`config.mk`:
```
export PLATFORM = sky130hd
export DESIGN_NAME = font_rom_arbiter
export DESIGN_NICKNAME = d
export VERILOG_FILES = /design/src/rtl/font_pkg.sv /design/src/rtl/rr_arbiter2.sv /design/src/rtl/font_rom_arbiter.sv
export SDC_FILE = /design/constraint.sdc
export NUM_CORES = 1
export LEC_CHECK = 0
export CAP_MARGIN = 20
export CORE_MARGIN = 2
export CORE_UTILIZATION = 42
export CTS_CLUSTER_SIZE = 40
export DETAILED_ROUTE_END_ITERATION = 6
export HOLD_SLACK_MARGIN = 0.03
export PLACE_DENSITY = 0.95
export SLEW_MARGIN = 5
export SYNTH_ARGS = -nofsm -noshare
export SYNTH_HDL_FRONTEND = slang
export SYNTH_SLANG_ARGS = --single-unit
```
`constraint.sdc`:
```
create_clock -name clk -period 3.6 [get_ports clk]
set_clock_uncertainty 0.2 [all_clocks]
set_input_delay 0.72 -clock clk [delete_from_list [all_inputs] [get_ports clk]]
set_output_delay 0.72 -clock clk [all_outputs]
set_load 0.01 [all_outputs]
```
`src/rtl/font_pkg.sv`:
```
// Shared widths, digit limit and lookup FSM encoding for the numeric font ROM arbiter.
package font_pkg;

   localparam int DEF_DIGIT_W = 4;
   localparam int DEF_ROW_W   = 4;
   localparam int DEF_DATA_W  = 16;

   // Highest glyph index backed by the numeric font; larger indices report an error.
   localparam int unsigned MAX_DIGIT = 9;

   typedef enum logic [1:0] {
      ST_IDLE   = 2'd0,
      ST_LOOKUP = 2'd1,
      ST_RESP   = 2'd2
   } state_t;

endpackage

```
`src/rtl/rr_arbiter2.sv`:
```
// Two-way round-robin grant: a lone requester wins, a tie goes to the one not granted last.
module rr_arbiter2 (
   input  logic [1:0] valid,
   input  logic       enable,
   input  logic       last,
   output logic [1:0] grant
);

   always_comb begin
      grant = 2'b00;
      if (enable) begin
         case (valid)
            2'b01:   grant = 2'b01;
            2'b10:   grant = 2'b10;
            2'b11:   grant = last ? 2'b01 : 2'b10;
            default: grant = 2'b00;
         endcase
      end
   end

endmodule

```
`src/rtl/font_rom_arbiter.sv`:
```
// Shares one combinational font ROM between two requesters: accept, one-cycle lookup, held response.
// Handshake: a transfer happens on a rising edge where valid and ready are both high; valid holds until then.
module font_rom_arbiter
   import font_pkg::*;
#(
   parameter int DIGIT_W = DEF_DIGIT_W,
   parameter int ROW_W   = DEF_ROW_W,
   parameter int DATA_W  = DEF_DATA_W
) (
   input  logic                     clk,
   input  logic                     reset,
   input  logic                     req0_valid,
   input  logic [DIGIT_W-1:0]       req0_digit,
   input  logic [ROW_W-1:0]         req0_row,
   output logic                     req0_ready,
   input  logic                     req1_valid,
   input  logic [DIGIT_W-1:0]       req1_digit,
   input  logic [ROW_W-1:0]         req1_row,
   output logic                     req1_ready,
   output logic                     rsp0_valid,
   input  logic                     rsp0_ready,
   output logic [DATA_W-1:0]        rsp0_data,
   output logic                     rsp0_err,
   output logic                     rsp1_valid,
   input  logic                     rsp1_ready,
   output logic [DATA_W-1:0]        rsp1_data,
   output logic                     rsp1_err,
   output logic [DIGIT_W+ROW_W-1:0] rom_addr,
   input  logic [DATA_W-1:0]        rom_data,
   output logic [1:0]               dbg_state
);

   localparam int ADDR_W = DIGIT_W + ROW_W;

   state_t             state;
   logic               owner;
   logic               last_grant;
   logic [1:0]         grant;
   logic [1:0]         valid_q;
   logic [DATA_W-1:0]  data_q;
   logic               err_q;
   logic               digit_bad;
   logic               owner_ready;

   rr_arbiter2 u_arb (
      .valid  ({req1_valid, req0_valid}),
      .enable (state == ST_IDLE),
      .last   (last_grant),
      .grant  (grant)
   );

   assign req0_ready  = grant[0];
   assign req1_ready  = grant[1];
   assign owner_ready = owner ? rsp1_ready : rsp0_ready;

   // The captured digit lives in the upper field of rom_addr during LOOKUP.
   assign digit_bad = 32'(rom_addr[ADDR_W-1:ROW_W]) > MAX_DIGIT;

   always_ff @(posedge clk or posedge reset) begin
      if (reset) begin
         state      <= ST_IDLE;
         owner      <= 1'b0;
         last_grant <= 1'b1;
         rom_addr   <= '0;
         valid_q    <= 2'b00;
         data_q     <= '0;
         err_q      <= 1'b0;
      end else begin
         case (state)
            ST_IDLE: begin
               if (|grant) begin
                  state      <= ST_LOOKUP;
                  owner      <= grant[1];
                  last_grant <= grant[1];
                  rom_addr   <= grant[1] ? {req1_digit, req1_row} : {req0_digit, req0_row};
               end
            end
            ST_LOOKUP: begin
               state    <= ST_RESP;
               rom_addr <= '0;
               valid_q  <= owner ? 2'b10 : 2'b01;
               data_q   <= digit_bad ? '0 : rom_data;
               err_q    <= digit_bad;
            end
            ST_RESP: begin
               if (owner_ready) begin
                  state   <= ST_IDLE;
                  valid_q <= 2'b00;
                  data_q  <= '0;
                  err_q   <= 1'b0;
               end
            end
            default: state <= ST_IDLE;
         endcase
      end
   end

   assign rsp0_valid = valid_q[0];
   assign rsp1_valid = valid_q[1];
   assign rsp0_data  = valid_q[0] ? data_q : '0;
   assign rsp1_data  = valid_q[1] ? data_q : '0;
   assign rsp0_err   = valid_q[0] & err_q;
   assign rsp1_err   = valid_q[1] & err_q;
   assign dbg_state  = state;

endmodule

```
Word-level counts from Yosys, hierarchy flattened. Index checks and enable logic that the tools add are counted. Widths: inputs -> output; s select.

Bits in registers: 31. Output and inout port bits: 48. Logic and storage cells: 44.

Order comparisons: 1. Equal/unequal tests: 7. Muxes and demuxes: 19. Bitwise operators: 2. Reduce and logical (&&, ||, !) cells: 8.

Operators by type and width (count): $mux 16 (4); $pmux 16 s2 (1); $mux 8 (2); $pmux 8 s2 (1); $pmux 2 s3 (2); $mux 2 (5); $reduce_and 2->1 (4); $eq 2x2->1 const B (3); $eq 2x1->1 const B (2); $gt 4x4->1 const B (1); $ne 2x2->1 const B (2); $pmux 2 s2 (1); $reduce_bool 2->1 (2); $and 1x1->1 (2); $logic_not 2->1 (1); $mux 1 (2); $pmux 1 s2 (1); $reduce_or 2->1 (1).

Longest topological paths before layout.
Depth in word-level cells: 6. Mapped depth: 4. Mapped depth without buffers: 3.

Hierarchy. Synthesis repeated with hierarchy kept, for this count alone.

Cells, all modules: 139. Area, all modules: 1555.2 sq um.

Modules (own cells, without submodules): font_rom_arbiter (instances 1, cells an instance 134, area each 1534.0 sq um); rr_arbiter2 (instances 1, cells an instance 5, area each 21.3 sq um).

Least setup slack after synthesis. No wires, ideal clock.

Path type: in2out. Start point: in req1_valid. End point: out req1_ready. Arrival time: 1.390 ns. Data required time: 2.680 ns. Path slack: 1.290 ns. Stages on the path: 3. Path through: a21bo_2 > buf_4 > nor3_1.

Cells in the longest elaborated chain, start to end: 3.

Ends and longest elaborated chain: start, declared (line font_rom_arbiter.sv:16) `input logic req1_valid,`; $eq 2x2->1 / $eq 2x1->1 (equally long branches) (line rr_arbiter2.sv:12) `case (valid)`; $pmux 2 s3 (*) (line rr_arbiter2.sv:12); $mux 2 (*) (line rr_arbiter2.sv:11) `if (enable) begin`; end, declared (line font_rom_arbiter.sv:19) `output logic req1_ready,`.

Every way passes the cells marked *; elsewhere a longest branch is shown, timed or not.

Worst setup path in the final report. Ends and elaborated chain as after synthesis.

==> reports/results.ini <==
[detailed_routing]
drcViolationCount=0
first_pass_iters=4
via_per_inst=4.928
wl_um=3699
via_count=1360
drt.antenna.violating_nets=0
drtIter0Drc=36
wl_per_cell_um=13.40

[finish]
n_antenna_cell=0
syn_to_final_growth_pct=62.70
nets=265
post-route-cell-area_um2=2581
drive_above_1_share_pct=11.40

[floorplan]
core_area_um2=3633
die_h_um=65.46
start_util_pct=43.66
ios=86
rows=22
dieWidth_um=65.46
dieArea_um2=4285

[sta]
hold_viol_final=0
fin_ws_ns=0.3116
rsz0062_at_grt=no
finalSetupTns_ns=0
min_period_ns=3.288
slew_headroom_pct=57.73
finalSetupViolCount=0
clock.fmax_ghz=0.3041
worst_slew_pin_slew_ns=0.6334
slew_viol_final=0
period_share_pct=91.35

[setup_path]
worst-setup-path-type=primary input to primary output
critPathCaptureType=primary output
cp_slowest_cell=clkdlybuf4s50_1
path_max_fanout=9
required_ns=2.68
critPathBufInv=2
crit_path_frequent_cell=clkdlybuf4s50_1
crit_arrival_ns=2.37
crit_chain=clkdlybuf4s50_1 > a21bo_2 > nor3_1 > clkdlybuf4s50_1
critPathTopFamily=buffers and inverters
cpPeakStageDelay_ns=0.58
cp-start-kind=primary input

[logic_synthesis]
synth_cell_types=29
synthFlopType=dfrtp_1
syn-cell-area_um2=1587
yosys_warnings=0
synthMostInstantiatedCell=and2_1
yosysSeqAreaShare_pct=48.97
synth_area_leaders=dfrtp_1 47%, and2_1 13%, mux2i_1 10%, a22o_2 5.7%, a22o_1 5.0%
synth.top_cell.area_share_pct=47.32
yosys.area.top_type=dfrtp_1
syn_avg_cell_area_um2=11.33
async_flop_share_pct=100.0
synth_edf_count=0
synthCells=140
ys_ff_latch=31
synthTopCellsByCount=34 x and2_1, 30 x dfrtp_1, 16 x mux2i_1
synth_nets=178

[global_route]
grt_pass1_vias=1307
grt_pass1_wl_um=6106
overflow=0
grt_max_degree=20
antenna_found_initial=0
grt.total_usage_pct=18.99

[cts]
cts_buffers=5
clk-insertion-delay-late_ns=0.28
cts_tree=done
cts_setup_buffers=0
holdBufCountCts=0
clockBufferDepth=2
clock_sinks=31
cts_resized=0
clkSlewWorstSetupHoldPaths_ns=0.07
ctsHtreeMaxLevel=2
clock-root-buffer=clkbuf_8

[placed_design]
hpwl_um=2789
portBuffers=85
gp_routability_congestion=0.6807
dpl_worst_slack_ns=0.2947
placed_area_um2=2464

[outcome]
status=complete, no violations

[power]
powerDensity_nw_per_um2=786.3
ir_drop_uv=523.8
fin_total_pwr_mw=2.030
leakagePower_nw=1.161

[min_path]
min_path_type=flop to flop

[flow_run]
cap_violations=0

==> metrics by stage <==
| step | hold WS, ns | cells | util [%] |
|---|---|---|---|
| floorplan | 0.2786 | 140 | - |
| global placement | 0.2944 | 268 | 67.80 |
| detailed placement | 0.2984 | 268 | 67.80 |
| CTS | 0.3176 | 276 | 71.04 |
| global route | 0.3343 | 276 | 71.04 |
| finish | 0.3091 | 276 | 71.04 |
==> worst reg2reg max path, delay by kind of cell (launching register included) <==
kind	cells	cell delay, ns
AO/OA/AOI/OAI	1	0.21
flip-flops	1	0.53
AND/OR/NAND/NOR	2	0.80
==> worst paths after layout <==
check | from | end | slack, ns | cells after the start
max | req1_valid | req1_ready | 0.31 | 4
min | data_q[4] | data_q[4] | 0.31 | 1
max reg2reg | dbg_state[0] | data_q[13] | 1.80 | 3
min reg2reg | data_q[4] | data_q[4] | 0.31 | 1
max in group asynchronous | reset | last_grant | 1.86 | 3
min in group asynchronous | reset | data_q[12] | 0.63 | 2
==> area by class of cell <==
class,count,area [um^2]
Fill cell,285,1052
Timing Repair Buffer,87,865.8
Sequential cell,31,777.0
Multi-Input combinational cell,98,745.7
Clock buffer,6,82.58
Tap cell,48,60.06
Clock inverter,2,35.03
Inverter,4,15.01
==> placed cells by master, fill, tap and decap left out <==
master / n
nor2_4: 1
mux2i_1: 16
mux2_4: 1
nor3_1: 1
clkdlybuf4s50_1: 85
a22o_1: 9
a21bo_2: 1
inv_1: 4
a311oi_1: 1
o21a_1: 1
nand2_1: 8
and3_1: 1
bufinv_16: 1
nand2b_1: 2
nor2b_4: 1
dfrtp_1: 30
dfstp_2: 1
and2_1: 34
a31oi_1: 1
or2b_1: 1
clkinv_2: 1
a22o_2: 9
buf_4: 2
a21oi_4: 1
o21ai_0: 2
clkbuf_8: 6
and2b_4: 1
nor2_1: 1
a21oi_1: 3
o21bai_1: 1
nand3b_1: 1
==> cells by family after synthesis <==
group / after synthesis / share of synthesized area [%]
mux: 17 / 11.04
flops: 31 / 48.98
simple gates: 52 / 20.19
buf+inv: 11 / 4.022
compound gates: 29 / 15.77
==> layer usage <==
metal | wire [um] | global-route usage, % | share of wire, % | vias to the layer above
met4 | 41 | 7.031 | 1.1 | 0
met3 | 261 | 5.137 | 7.1 | 5
met2 | 1960 | 33.16 | 53 | 58
met1 | 1435 | 22.27 | 39 | 640
met5 | 0 | 0 | 0 | -
li1 | - | - | - | 657
==> registers in the layout, indices dropped and copies added, names as in the netlist <==
register	count
data_q	16
dbg_state	2
err_q	1
last_grant	1
owner	1
rom_addr	8
valid_q	2
==> power by group <==
group / leakage (nW) / total (mW) / switching, mW / internal, mW
clock: 0.0612 / 0.349 / 0.126 / 0.224
sequential: 0.391 / 0.664 / 0.157 / 0.507
combinational: 0.709 / 1.02 / 0.417 / 0.599
Note: power is estimated with default switching activity, not from simulation.
